File: src/rtl/alu_exec_if.sv
// Request/response bundle between the register-read stage, the execute ALU
// and the MEM/WB stage: valid/ready on both sides plus operands and flags.
interface alu_exec_if #(
    parameter int WIDTH = 16
);
    logic             in_valid;
    logic             in_ready;
    logic [2:0]       alu_ctrl;
    logic [WIDTH-1:0] op_a;
    logic [WIDTH-1:0] op_b;
    logic             out_valid;
    logic             out_ready;
    logic [WIDTH-1:0] result;
    logic             zero;
    logic             overflow;
    logic             illegal;

    modport master (
        output in_valid, alu_ctrl, op_a, op_b, out_ready,
        input  in_ready, out_valid, result, zero, overflow, illegal
    );

    modport slave (
        input  in_valid, alu_ctrl, op_a, op_b, out_ready,
        output in_ready, out_valid, result, zero, overflow, illegal
    );
endinterface

File: src/rtl/alu_exec_unit.sv
// Execute-stage ALU: single-cycle AND/OR/ADD/SUB/SLT, iterative shift-add MUL,
// registered result and flags held until the consumer takes them.
module alu_exec_unit #(
    parameter int WIDTH = 16
) (
    input logic      clock,
    input logic      reset_n,
    alu_exec_if.slave bus
);
    localparam int CW = $clog2(WIDTH);
    localparam logic [2:0] OP_AND = 3'b000;
    localparam logic [2:0] OP_OR  = 3'b001;
    localparam logic [2:0] OP_ADD = 3'b010;
    localparam logic [2:0] OP_MUL = 3'b011;
    localparam logic [2:0] OP_SUB = 3'b110;
    localparam logic [2:0] OP_SLT = 3'b111;

    typedef enum logic [1:0] {IDLE, BUSY, HOLD} state_t;

    state_t             state_q, state_d;
    logic [WIDTH-1:0]   result_q, result_d;
    logic               zero_q, zero_d;
    logic               ovf_q, ovf_d;
    logic               ill_q, ill_d;
    logic [2*WIDTH-1:0] mcand_q, mcand_d;
    logic [2*WIDTH-1:0] acc_q, acc_d;
    logic [WIDTH-1:0]   mplier_q, mplier_d;
    logic [CW-1:0]      cnt_q, cnt_d;

    logic [WIDTH-1:0]   alu_res;
    logic               alu_ovf;
    logic               alu_ill;
    logic [WIDTH-1:0]   add_r;
    logic [WIDTH-1:0]   sub_r;
    logic [2*WIDTH-1:0] acc_sum;

    assign add_r   = bus.op_a + bus.op_b;
    assign sub_r   = bus.op_a - bus.op_b;
    assign acc_sum = mplier_q[0] ? acc_q + mcand_q : acc_q;

    always_comb begin
        alu_res = '0;
        alu_ovf = 1'b0;
        alu_ill = 1'b0;
        unique case (bus.alu_ctrl)
            OP_AND: alu_res = bus.op_a & bus.op_b;
            OP_OR:  alu_res = bus.op_a | bus.op_b;
            OP_ADD: begin
                alu_res = add_r;
                alu_ovf = (bus.op_a[WIDTH-1] == bus.op_b[WIDTH-1])
                        && (add_r[WIDTH-1] != bus.op_a[WIDTH-1]);
            end
            OP_SUB: begin
                alu_res = sub_r;
                alu_ovf = (bus.op_a[WIDTH-1] != bus.op_b[WIDTH-1])
                        && (sub_r[WIDTH-1] != bus.op_a[WIDTH-1]);
            end
            OP_SLT: alu_res = {{(WIDTH-1){1'b0}},
                               $signed(bus.op_a) < $signed(bus.op_b)};
            OP_MUL: alu_res = '0;
            default: alu_ill = 1'b1;
        endcase
    end

    always_comb begin
        state_d  = state_q;
        result_d = result_q;
        zero_d   = zero_q;
        ovf_d    = ovf_q;
        ill_d    = ill_q;
        mcand_d  = mcand_q;
        acc_d    = acc_q;
        mplier_d = mplier_q;
        cnt_d    = cnt_q;
        unique case (state_q)
            IDLE: begin
                if (bus.in_valid) begin
                    if (bus.alu_ctrl == OP_MUL) begin
                        mcand_d  = {{WIDTH{1'b0}}, bus.op_a};
                        mplier_d = bus.op_b;
                        acc_d    = '0;
                        cnt_d    = '0;
                        ill_d    = 1'b0;
                        state_d  = BUSY;
                    end else begin
                        result_d = alu_res;
                        zero_d   = (alu_res == '0);
                        ovf_d    = alu_ovf;
                        ill_d    = alu_ill;
                        state_d  = HOLD;
                    end
                end
            end
            BUSY: begin
                acc_d    = acc_sum;
                mcand_d  = mcand_q << 1;
                mplier_d = mplier_q >> 1;
                cnt_d    = cnt_q + 1'b1;
                // last iteration: publish straight from the adder output
                if (cnt_q == CW'(WIDTH-1)) begin
                    result_d = acc_sum[WIDTH-1:0];
                    zero_d   = (acc_sum[WIDTH-1:0] == '0);
                    ovf_d    = |acc_sum[2*WIDTH-1:WIDTH];
                    state_d  = HOLD;
                end
            end
            HOLD: begin
                if (bus.out_ready) state_d = IDLE;
            end
            default: state_d = IDLE;
        endcase
    end

    always_ff @(posedge clock or negedge reset_n) begin
        if (!reset_n) begin
            state_q  <= IDLE;
            result_q <= '0;
            zero_q   <= 1'b0;
            ovf_q    <= 1'b0;
            ill_q    <= 1'b0;
            mcand_q  <= '0;
            acc_q    <= '0;
            mplier_q <= '0;
            cnt_q    <= '0;
        end else begin
            state_q  <= state_d;
            result_q <= result_d;
            zero_q   <= zero_d;
            ovf_q    <= ovf_d;
            ill_q    <= ill_d;
            mcand_q  <= mcand_d;
            acc_q    <= acc_d;
            mplier_q <= mplier_d;
            cnt_q    <= cnt_d;
        end
    end

    assign bus.in_ready  = (state_q == IDLE);
    assign bus.out_valid = (state_q == HOLD);
    assign bus.result    = result_q;
    assign bus.zero      = zero_q;
    assign bus.overflow  = ovf_q;
    assign bus.illegal   = ill_q;
endmodule
File: src/flat_wrapper.sv
// flat-port wrapper written by rule: the top's interface ports become plain ports
module alu_exec_unit_flat 
#(
    parameter int WIDTH = 16
)
  (clock, reset_n, bus_in_valid, bus_alu_ctrl, bus_op_a, bus_op_b, bus_out_ready, bus_in_ready, bus_out_valid, bus_result, bus_zero, bus_overflow, bus_illegal);
  alu_exec_if #(.WIDTH(WIDTH)) bus_i ();
  input logic clock;
  input logic reset_n;
  input wire logic [$bits(bus_i.in_valid)-1:0] bus_in_valid;
  input wire logic [$bits(bus_i.alu_ctrl)-1:0] bus_alu_ctrl;
  input wire logic [$bits(bus_i.op_a)-1:0] bus_op_a;
  input wire logic [$bits(bus_i.op_b)-1:0] bus_op_b;
  input wire logic [$bits(bus_i.out_ready)-1:0] bus_out_ready;
  output wire logic [$bits(bus_i.in_ready)-1:0] bus_in_ready;
  output wire logic [$bits(bus_i.out_valid)-1:0] bus_out_valid;
  output wire logic [$bits(bus_i.result)-1:0] bus_result;
  output wire logic [$bits(bus_i.zero)-1:0] bus_zero;
  output wire logic [$bits(bus_i.overflow)-1:0] bus_overflow;
  output wire logic [$bits(bus_i.illegal)-1:0] bus_illegal;
  assign bus_i.in_valid = bus_in_valid;
  assign bus_i.alu_ctrl = bus_alu_ctrl;
  assign bus_i.op_a = bus_op_a;
  assign bus_i.op_b = bus_op_b;
  assign bus_i.out_ready = bus_out_ready;
  assign bus_in_ready = bus_i.in_ready;
  assign bus_out_valid = bus_i.out_valid;
  assign bus_result = bus_i.result;
  assign bus_zero = bus_i.zero;
  assign bus_overflow = bus_i.overflow;
  assign bus_illegal = bus_i.illegal;
  alu_exec_unit #(.WIDTH(WIDTH)) u_core (.clock(clock), .reset_n(reset_n), .bus(bus_i));
endmodule
File: config.mk
export PLATFORM = sky130hd
export DESIGN_NAME = alu_exec_unit_flat
export DESIGN_NICKNAME = d
export VERILOG_FILES = /design/src/rtl/alu_exec_if.sv /design/src/rtl/alu_exec_unit.sv /design/src/flat_wrapper.sv
export SDC_FILE = /design/constraint.sdc
export NUM_CORES = 1
export LEC_CHECK = 0
export ABC_AREA = 1
export BUFFER_PORTS_ARGS = -buffer_cell sky130_fd_sc_hd__buf_2
export CAP_MARGIN = 30
export CORE_UTILIZATION = 62
export CTS_CLUSTER_SIZE = 20
export DETAILED_ROUTE_END_ITERATION = 7
export PLACE_DENSITY = 0.81
export SYNTH_ARGS = -nofsm -noshare
export SYNTH_HDL_FRONTEND = slang
export SYNTH_SLANG_ARGS = --single-unit
File: constraint.sdc
create_clock -name clock -period 4.4 [get_ports clock]
set_clock_uncertainty 0.15 [all_clocks]
set_input_delay 0.66 -clock clock [delete_from_list [all_inputs] [get_ports clock]]
set_output_delay 0.66 -clock clock [all_outputs]
set_load 0.03 [all_outputs]
==> impl_metrics.csv, run 1 <==
group,metric,value,unit
power,p_sw,3.254,mW
die,core_area,15260,um^2
logic_synthesis,synth_simple_gate_area_frac,0.3426,
routing,vias_per_cell,5.525,
logic_synthesis,synth.distinct_cells,49,
setup_path,reg2reg_depth,15,
logic_synthesis,synth_top_family_by_area,"simple AND/OR/NAND/NOR gates",
clock_network,cts_root_buf,"clkbuf_16",
final_layout,drive_above_1_share,0.08386,
global_routing,grt.total_usage,0.3589,
logic_synthesis,synth_seq_cells,105,
die,die_w,127.4,um
setup_path,critPathMaxFanout,3,
logic_synthesis,async_flop_share,1.000,
power,vdd_drop_max,337.3,uV
die,row_count,45,
min_path,hp-class,"input port to async pin",
logic_synthesis,synth_seq_area_share,0.2693,
status,status,"finished clean",
logic_synthesis,synth_area,9756,um^2
routing,drt-wirelength-per-cell,15.61,um
power,internal_power,3.120,mW
setup_path,crit_path_end_kind,"flop",
clock_network,htreeDepth,3,
global_routing,grt_pass1_wl,45700,um
global_routing,grt_pass1_vias,9236,
logic_synthesis,synth_top_cell_by_area,"dfrtp_1",
routing,dr.pass1.iters,5,
sta,fin_crit,2.853,ns
routing,drc,0,
power,p_clk_frac,0.129,
logic_synthesis,synth_top_area_frac,0.2693,
logic_synthesis,yosys_warnings,0,
placement,place_hpwl,21500,um
clock_network,cts.hold.buffers_added,0,
global_routing,grtUsageMet3,0.03727,
logic_synthesis,syn_area_per_cell,6.351,um^2
sta,post-route-period-util,0.6485,
sta,slew_violations,0,
routing,first_iter_violations,838,
global_routing,grt_overflow,0,
setup_path,start_kind,"flop",
sta,setup-violations-final,0,
global_routing,antenna_found_initial,0,
die,start_util,0.6394,
clock_network,cts_resized,0,
power,p_leak,5.854,nW
logic_synthesis,muxShareOfSynthArea,0,
placement,io_buffers,59,
final_layout,syn_to_final_growth,7.631,%
global_routing,busiest_layer,"met2",
sta,tns,0,ns
sta,fmax,0.3505,GHz
logic_synthesis,syn-num-nets,1660,
clock_network,clk_path_buf_depth,2,
global_routing,use_met2,0.5834,
sta,slew_headroom,0.3439,
clock_network,cts_setup_buffers,0,
power,switching_share,0.5105,
logic_synthesis,syn_inst,1536,
logic_synthesis,yosysMostFrequentCell,"nand2_1",
logic_synthesis,synth_ff_type,"dfrtp_1",
final_layout,nNetsFinal,1693,
routing,vias,9868,
setup_path,cp_data_arrival_time,3.00,ns
die,io_pins,60,
global_routing,use_met1,0.4926,
logic_synthesis,synthTopCellsByArea,"dfrtp_1 27%, nand2_1 20%, ha_1 11%",
routing,drt_wl_total,27880,um
clock_network,cts_sinks,105,
sta,final-hold-violation-count,0,
die,die_y,127.4,um
clock_network,tritoncts,"built",
sta,timing.hold.ws,0.2433,ns
setup_path,path_class,"flop to flop",
power,seqPwrFrac,0.271,
final_layout,finalCoreUtilization,0.6882,
clock_network,cts.clk_slew.worst_paths,0.08,ns
routing,antenna_left,0,
final_layout,nFillCells,1439,
logic_synthesis,yosys.area_share.adder,0.1113,
logic_synthesis,synth_common_cells,"507 x nand2_1, 258 x inv_1, 111 x nor2_1",
clock_network,cts_buffers,9,
logic_synthesis,synth_compound_area_frac,0.1422,
global_routing,grt_max_degree,68,
run,drv_cap,0,
placement,place_congestion,0.9742,
setup_path,critPathRequiredTime,4.54,ns
power,powerDensity,607.0,nW/um^2
clock_network,clock_latency,0.36,ns
power,p_comb_frac,0.599,
die,die_area,16240,um^2
logic_synthesis,synth_edf_count,0,
sta,rsz0062_at_grt,"false",
sta,worst_slew_pin_slew,0.9841,ns
logic_synthesis,synth_xor_xnor_area_share,0.01077,
path summary, 6_finish.rpt:
path | slack [ns] | start | end
setup / recovery | 1.55 | u_core.acc_q[0] | u_core.bus.zero
hold / removal | 0.24 | reset_n | u_core.mplier_q[4]
setup reg to reg | 1.55 | u_core.acc_q[0] | u_core.bus.zero
hold reg to reg | 0.34 | u_core.bus.result[15] | u_core.bus.result[15]
max in group asynchronous | 3.00 | reset_n | u_core.mcand_q[22]
min in group clock | 0.33 | bus_out_ready | u_core.state_q[1]
worst max-delay path, cell delays in order (launching register included):
cell,delay [ns]
dfrtp_1,0.39
ha_1,0.26
fa_1,0.44
nand2_1,0.09
inv_1,0.05
nand2_1,0.05
nand2_1,0.11
xnor2_1,0.16
nand2_1,0.06
o21ai_0,0.14
nand3_1,0.11
nor3_1,0.32
nand4_1,0.21
nand2_1,0.13
nand2_1,0.05
nand2_1,0.06
flip-flops by register name, summed over array words and instances (netlist names):
signal / count
u_core.mplier_q: 16
u_core.bus.overflow: 1
u_core.cnt_q: 4
u_core.mcand_q: 32
u_core.acc_q: 32
u_core.bus.illegal: 1
u_core.state_q: 2
u_core.bus.result: 16
u_core.bus.zero: 1
stage by stage:
step	instance area (um^2)	setup slack, ns	std cells	power (mW)
after floorplan	9756	1.755	1536	4.491
after global placement	10190	1.278	1768	5.385
after detailed placement	10200	1.255	1769	5.476
after CTS	10500	1.538	1785	6.323
after global routing	10500	1.310	1785	6.931
final	10500	1.547	1786	6.374
area by class of cell:
class                           instances  area [um^2]  share of cell area
Antenna cell                            1        2.502           0.0002383
Clock buffer                           11        252.7             0.02407
Clock inverter                          5        42.54            0.004051
Inverter                              266        998.5             0.09509
Multi-Input combinational cell       1119         5939              0.5657
Sequential cell                       105         2628              0.2502
Tap cell                              211        264.0             0.02514
Timing Repair Buffer                   68        372.9             0.03551
kinds of logic (layout without fill, tap and decap cells):
logic type                 Yosys count  in the layout
other                                0              1
buffers and inverters              312            350
adders and majority gates           85             85
DFF                                105            105
xor gates and xnor gates            12             12
and+or+nand+nor                    799            799
AOI/OAI and AO/OA                  223            223
layout by cell type (no fill, tap or decap), drive strengths merged:
cell type | netlist | layout
nor4 | 2 | 2
nor3 | 12 | 12
nand3 | 113 | 113
and2 | 4 | 4
dfrtp | 105 | 105
xnor2 | 5 | 5
nand4 | 8 | 8
nand2b | 1 | 1
a22o | 17 | 17
o22ai | 24 | 24
o21a | 10 | 10
nand3b | 9 | 9
nand2 | 518 | 518
o31a | 1 | 1
ha | 82 | 82
clkinv | 0 | 1
xor2 | 7 | 7
buf | 24 | 68
o31ai | 1 | 1
o211ai | 30 | 30
clkinvlp | 0 | 1
o221ai | 3 | 3
nor2 | 121 | 121
a22oi | 3 | 3
o2111ai | 1 | 1
o21bai | 5 | 5
clkbuf | 22 | 11
a32o | 1 | 1
a221oi | 1 | 1
inv | 266 | 269
a21oi | 49 | 49
or2 | 11 | 11
o21ai | 72 | 72
a21boi | 3 | 3
a21o | 2 | 2
fa | 3 | 3
diode | 0 | 1
per-layer routing:
layer,wire [um],up-vias
met5,0,-
met4,806,0
met3,1969,58
met2,12650,379
met1,12450,4502
li1,-,4929
power groups by stage:
stage                     Sequential [mW]  Clock [mW]  Combinational (mW)
after floorplan                      1.80           0                2.69
after global placement               1.72           0                3.67
after detailed placement             1.73           0                3.74
after CTS                            1.72       0.826                3.78
after global routing                 1.77       0.857                4.31
final                                1.73       0.823                3.82
Note: power is estimated with default switching activity, not from simulation.
==> run 2: changes to the inputs <==
--- a/config.mk
+++ b/config.mk
@@ -8,10 +8,10 @@
 export ABC_AREA = 1
 export BUFFER_PORTS_ARGS = -buffer_cell sky130_fd_sc_hd__buf_2
 export CAP_MARGIN = 30
-export CORE_UTILIZATION = 62
+export CORE_UTILIZATION = 57
 export CTS_CLUSTER_SIZE = 20
 export DETAILED_ROUTE_END_ITERATION = 7
-export PLACE_DENSITY = 0.81
+export PLACE_DENSITY = 0.78
 export SYNTH_ARGS = -nofsm -noshare
 export SYNTH_HDL_FRONTEND = slang
 export SYNTH_SLANG_ARGS = --single-unit
==> constraint.sdc (replaced) <==
create_clock -name clock -period 2.4 [get_ports clock]
set_clock_uncertainty 0.15 [all_clocks]
set_input_delay 0.36 -clock clock [delete_from_list [all_inputs] [get_ports clock]]
set_output_delay 0.36 -clock clock [all_outputs]
set_load 0.03 [all_outputs]
==> impl_metrics.csv, run 2 (synthesis gave the netlist of run 1 again) <==
group,metric,value,unit
global_routing,grt_pass1_wl,52340,um
final_layout,nFillCells,1229,
global_routing,grt.total_usage,0.3766,
routing,drt_wl_total,33730,um
final_layout,final_cell_mix,"471 x nand2_1, 255 x inv_1, 241 x buf_4, 99 x nand3_1, 99 x dfrtp_1",
placement,place_congestion,0.9734,
status,status,"finished, violations left",
min_path,hold_start,"bus_out_ready",
final_layout,num_antenna_cells,0,
setup_path,r2r_start,"u_core.acc_q[1]",
die,die_y,132.8,um
sta,slew_violations,0,
final_layout,nNetsFinal,1932,
power,vdd_drop_max,824.1,uV
routing,dr.pass1.iters,7,
setup_path,rrSetupSlack,-0.26,ns
global_routing,grt_overflow,0,
placement,place_hpwl,24990,um
setup_path,start_kind,"flop",
min_path,hp-class,"input port to flop",
clock_network,htreeDepth,3,
sta,slew_headroom,0.5626,
routing,drt-wirelength-per-cell,16.60,um
global_routing,grt_pass1_vias,10480,
global_routing,grt_max_degree,66,
sta,worst_slew_pin_slew,0.6492,ns
setup_path,critPathRequiredTime,2.50,ns
clock_network,tritoncts,"built",
sta,tns,-0.9644,ns
setup_path,crit_path_end_kind,"flop",
final_layout,fin_area,13100,um^2
die,core_area,16640,um^2
setup_path,reg2reg_to,"u_core.bus.overflow",
routing,antenna_left,0,
clock_network,clock_latency,0.37,ns
die,die_w,132.8,um
final_layout,drive_above_1_share,0.2715,
clock_network,cts_buffers,9,
placement,io_buffers,59,
die,row_count,47,
sta,final-hold-violation-count,0,
final_layout,reg.largest.list,"u_core.acc_q (32), u_core.mcand_q (32)",
run,drv_cap,0,
global_routing,antenna_found_initial,0,
routing,vias_per_cell,5.552,
min_path,holdPathStages,2,
die,io_pins,60,
power,powerDensity,1194,nW/um^2
clock_network,cts_root_buf,"clkbuf_16",
sta,rsz0062_at_grt,"true",
final_layout,final_common_cell,"nand2_1",
routing,drc,0,
setup_path,cp_data_arrival_time,2.76,ns
routing,vias,11281,
setup_path,path_class,"flop to flop",
min_path,min_to,"u_core.state_q[1]",
status,violations,"negative setup slack",
sta,post-route-period-util,1.108,
power,p_leak,7.149,nW
sta,setup-violations-final,11,
die,die_area,17640,um^2
setup_path,reg2reg_depth,19,
die,start_util,0.5862,
placement,dpl_cell_area,11940,um^2
clock_network,cts.clk_slew.worst_paths,0.07,ns
clock_network,cts_sinks,105,
clock_network,clk_path_buf_depth,2,
setup_path,critPathMaxFanout,3,
sta,setup_slack,-0.2586,ns
routing,first_iter_violations,1183,
sta,fin_crit,2.659,ns
final_layout,syn_to_final_growth,34.28,%
sta,fmax,0.3761,GHz
-- run 2: worst max path at each step --
stage | start | to | slack (ns) | cells past startpoint
after CTS | u_core.mcand_q[0] | u_core.bus.overflow | -0.24 | 18
after detailed placement | u_core.acc_q[0] | u_core.bus.overflow | -0.42 | 18
after floorplan | bus_op_b[0] | u_core.bus.zero | 0.05 | 16
final | u_core.acc_q[1] | u_core.bus.overflow | -0.26 | 19
after global placement | u_core.acc_q[0] | u_core.bus.zero | -0.34 | 16
after global routing | u_core.acc_q[1] | u_core.bus.zero | -0.39 | 17
-- run 2: per-layer routing --
metal	wire length [um]	global-route usage
met1	14210	0.4889
met2	16120	0.6434
met3	2086	0.03563
met4	1308	0.1520
met5	0	0
-- run 2: cell type report --
| class | instances | area (um^2) | share of cell area |
|---|---|---|---|
| clock inverters | 5 | 87.58 | 0.006686 |
| flip-flops and latches | 105 | 2635 | 0.2011 |
| repair buffers | 307 | 2241 | 0.1711 |
| well taps | 220 | 275.3 | 0.02101 |
| multi-input cells | 1119 | 6634 | 0.5064 |
| clock buffers | 10 | 229.0 | 0.01748 |
| inverters | 266 | 998.5 | 0.07622 |
-- run 2: repair_timing --
| item | CTS | global route |
|---|---|---|
| setup buffers | 4 | 13 |
| setup endpoints to repair | 21 | 31 |
| hold endpoints to repair | 35 | 0 |
| pin swaps | 11 | 23 |
| gates resized for setup | 58 | 94 |
| hold buffers | 1 | 0 |
-- run 2: worst max-delay path, cell delays in order, from the launching register on --
cell,delay [ns]
dfrtp_1,0.43
buf_6,0.14
fa_2,0.41
nand2_1,0.10
inv_2,0.05
nand2_2,0.07
nand2_4,0.09
nand2_4,0.09
nand2_4,0.08
nand2_2,0.07
nand2_2,0.06
xor2_1,0.14
nand2_1,0.05
nand2_1,0.06
nor2_1,0.09
nand2_1,0.09
nor2_2,0.14
nand3_2,0.10
nand2_1,0.09
nand2_1,0.04
-- run 2: report_power, final --
part / internal [mW] / switching [mW] / total, mW
Combinational: 4.64 / 5.99 / 10.6
Sequential: 2.57 / 0.782 / 3.35
Clock: 0.922 / 0.724 / 1.65
Total: 8.14 / 7.50 / 15.6
-- run 2: stage by stage --
| step | worst slack [ns] | std cells | power (mW) | utilization | hold slack, ns |
|---|---|---|---|---|---|
| CTS | -0.2422 | 2019 | 14.18 | 0.7602 | 0.01801 |
| finish | -0.2586 | 2032 | 15.64 | 0.7872 | 0.02241 |
| global route | -0.3858 | 2032 | 16.62 | 0.7872 | 0.02129 |
| floorplan | 0.05486 | 1536 | 8.233 | - | -0.08559 |
| detailed placement | -0.4238 | 1999 | 11.71 | 0.7175 | 0.2368 |
| global placement | -0.3378 | 1999 | 11.48 | 0.7175 | 0.2331 |
==> run 3: changes to the inputs <==
--- a/config.mk
+++ b/config.mk
@@ -8,10 +8,10 @@
 export ABC_AREA = 1
 export BUFFER_PORTS_ARGS = -buffer_cell sky130_fd_sc_hd__buf_2
 export CAP_MARGIN = 30
-export CORE_UTILIZATION = 57
+export CORE_UTILIZATION = 62
 export CTS_CLUSTER_SIZE = 20
 export DETAILED_ROUTE_END_ITERATION = 7
-export PLACE_DENSITY = 0.78
+export PLACE_DENSITY = 0.81
 export SYNTH_ARGS = -nofsm -noshare
 export SYNTH_HDL_FRONTEND = slang
 export SYNTH_SLANG_ARGS = --single-unit
==> constraint.sdc (replaced) <==
create_clock -name clock -period 3 [get_ports clock]
set_clock_uncertainty 0.15 [all_clocks]
set_input_delay 0.45 -clock clock [delete_from_list [all_inputs] [get_ports clock]]
set_output_delay 0.45 -clock clock [all_outputs]
set_load 0.03 [all_outputs]
==> impl_metrics.csv, run 3 (synthesis gave the netlist of run 1 again) <==
group,metric,value,unit
die,die_y,127.4,um
global_routing,grt_pass1_wl,44820,um
global_routing,grt_pass1_vias,8999,
die,start_util,0.6394,
final_layout,final_common_cell,"nand2_1",
global_routing,antenna_found_initial,0,
routing,vias_per_cell,5.475,
global_routing,grt_overflow,0,
routing,drt_wl_total,27470,um
final_layout,reg.largest.list,"u_core.acc_q (32), u_core.mcand_q (32)",
final_layout,fin_area,10600,um^2
status,status,"finished clean",
setup_path,critPathMaxFanout,3,
routing,first_iter_violations,821,
sta,setup_slack,0.1887,ns
setup_path,critPathRequiredTime,3.16,ns
final_layout,drive_above_1_share,0.09028,
clock_network,cts_root_buf,"clkbuf_16",
sta,tns,0,ns
final_layout,syn_to_final_growth,8.683,%
sta,final-hold-violation-count,0,
power,powerDensity,881.3,nW/um^2
setup_path,cpPeakStageDelay,0.41,ns
final_layout,num_antenna_cells,0,
placement,dp_slack,0.09287,ns
setup_path,crit_path_end_kind,"flop",
run,drv_cap,0,
clock_network,tritoncts,"built",
final_layout,final_cell_mix,"506 x nand2_1, 258 x inv_1, 110 x nor2_1, 109 x nand3_1, 105 x dfrtp_1",
power,finalPower,9.344,mW
placement,place_congestion,0.9890,
sta,post-route-period-util,0.9371,
sta,slew_headroom,0.4261,
die,core_area,15260,um^2
routing,vias,9827,
clock_network,cts_sinks,105,
power,p_leak,5.917,nW
clock_network,htreeDepth,3,
sta,timing.hold.ws,0.1006,ns
routing,dr.pass1.iters,5,
power,vdd_drop_max,476.8,uV
die,die_w,127.4,um
setup_path,slowest_stage,"fa_1",
clock_network,clock_latency,0.36,ns
die,row_count,45,
final_layout,nFillCells,1413,
setup_path,cpMostUsedCell,"nand2_1",
setup_path,path_class,"flop to flop",
routing,drc,0,
setup_path,path_cells,"ha_1 -> fa_1 -> nand2_1 -> inv_1 -> nand2_1 -> nand2_1 -> xnor2_1 -> nand2_1 -> o21ai_0 -> nand3_1 -> nor3_1 -> nand4_1 -> nand2_1 -> nand2_1 -> nand2_1",
sta,fmax,0.3557,GHz
placement,place_hpwl,21660,um
sta,worst_slew_pin_slew,0.8587,ns
setup_path,start_kind,"flop",
placement,dpl_cell_area,10290,um^2
sta,setup-violations-final,0,
global_routing,grt.total_usage,0.3527,
clock_network,cts_buffers,9,
setup_path,cp_data_arrival_time,2.97,ns
sta,slew_violations,0,
sta,fin_crit,2.811,ns
sta,rsz0062_at_grt,"false",
routing,drt-wirelength-per-cell,15.30,um
final_layout,nNetsFinal,1703,
routing,antenna_left,0,
die,die_area,16240,um^2
global_routing,grt_max_degree,83,
min_path,hp-class,"input port to flop",
clock_network,clk_path_buf_depth,2,
die,io_pins,60,
placement,io_buffers,59,
clock_network,cts.clk_slew.worst_paths,0.08,ns
## run 3: cell types whose count changed in the layout (fill, tap and decap cells not counted), sizes merged
cell      delta
buf        -229
clkinv       +3
bufinv       -2
clkinvlp     -1
inv          +1
## run 3: layer usage
metal	wire, um	global-route usage	vias up
li1	-	-	4954
met1	12790	0.4905	4533
met2	12330	0.5667	289
met3	1557	0.04816	51
met4	801	0.1169	0
met5	0	0	-
## run 3: report_power, final
group / internal (mW) / switching [mW] / total, mW
logic: 1.93 / 3.66 / 5.59
registers: 2.05 / 0.508 / 2.56
clock network: 0.606 / 0.588 / 1.19
## run 3: path summary, 6_finish.rpt
path	start	end	slack [ns]	cells past startpoint
max in group asynchronous	reset_n	u_core.acc_q[22]	1.49	3
min in group asynchronous	reset_n	u_core.mplier_q[5]	0.47	2
worst min register to register	u_core.bus.overflow	u_core.bus.overflow	0.33	2
worst max register to register	u_core.acc_q[0]	u_core.bus.zero	0.19	15
worst max-delay path	u_core.acc_q[0]	u_core.bus.zero	0.19	15
worst min-delay path	bus_out_ready	u_core.state_q[1]	0.10	2
## run 3: area by class of cell
cell class                 count  area [um^2]  share of cell area
multi-input combinational   1119         5947              0.5609
sequential                   105         2628              0.2478
inverter                     266        998.5             0.09417
timing repair buffer          78        467.9             0.04413
tap                          211        264.0             0.02490
clock buffer                  10        239.0             0.02254
clock inverter                 6        58.81            0.005546
## run 3: repair_timing
item | 4_1_cts | 5_1_grt
endpoints found under the hold margin | 43 | 0
resized for setup | 0 | 2
hold buffers | 1 | 0
setup endpoints to repair | 0 | 1
setup buffers | 0 | 0
## run 3: critical path: cells and delay by family (launching register included)
kind	cells	cell delay, ns
buffers and inverters	1	0.05
and+or+nand+nor	10	1.22
adders and majority gates	2	0.66
xor gates and xnor gates	1	0.17
DFF	1	0.40
AOI/OAI and AO/OA	1	0.13
## run 3: per-stage QoR
stage	utilization	cells
2_1_floorplan	-	1536
3_3_place_gp	0.6742	1778
3_5_place_dp	0.6742	1778
4_1_cts	0.6944	1795
5_1_grt	0.6949	1795
6_report	0.6949	1795
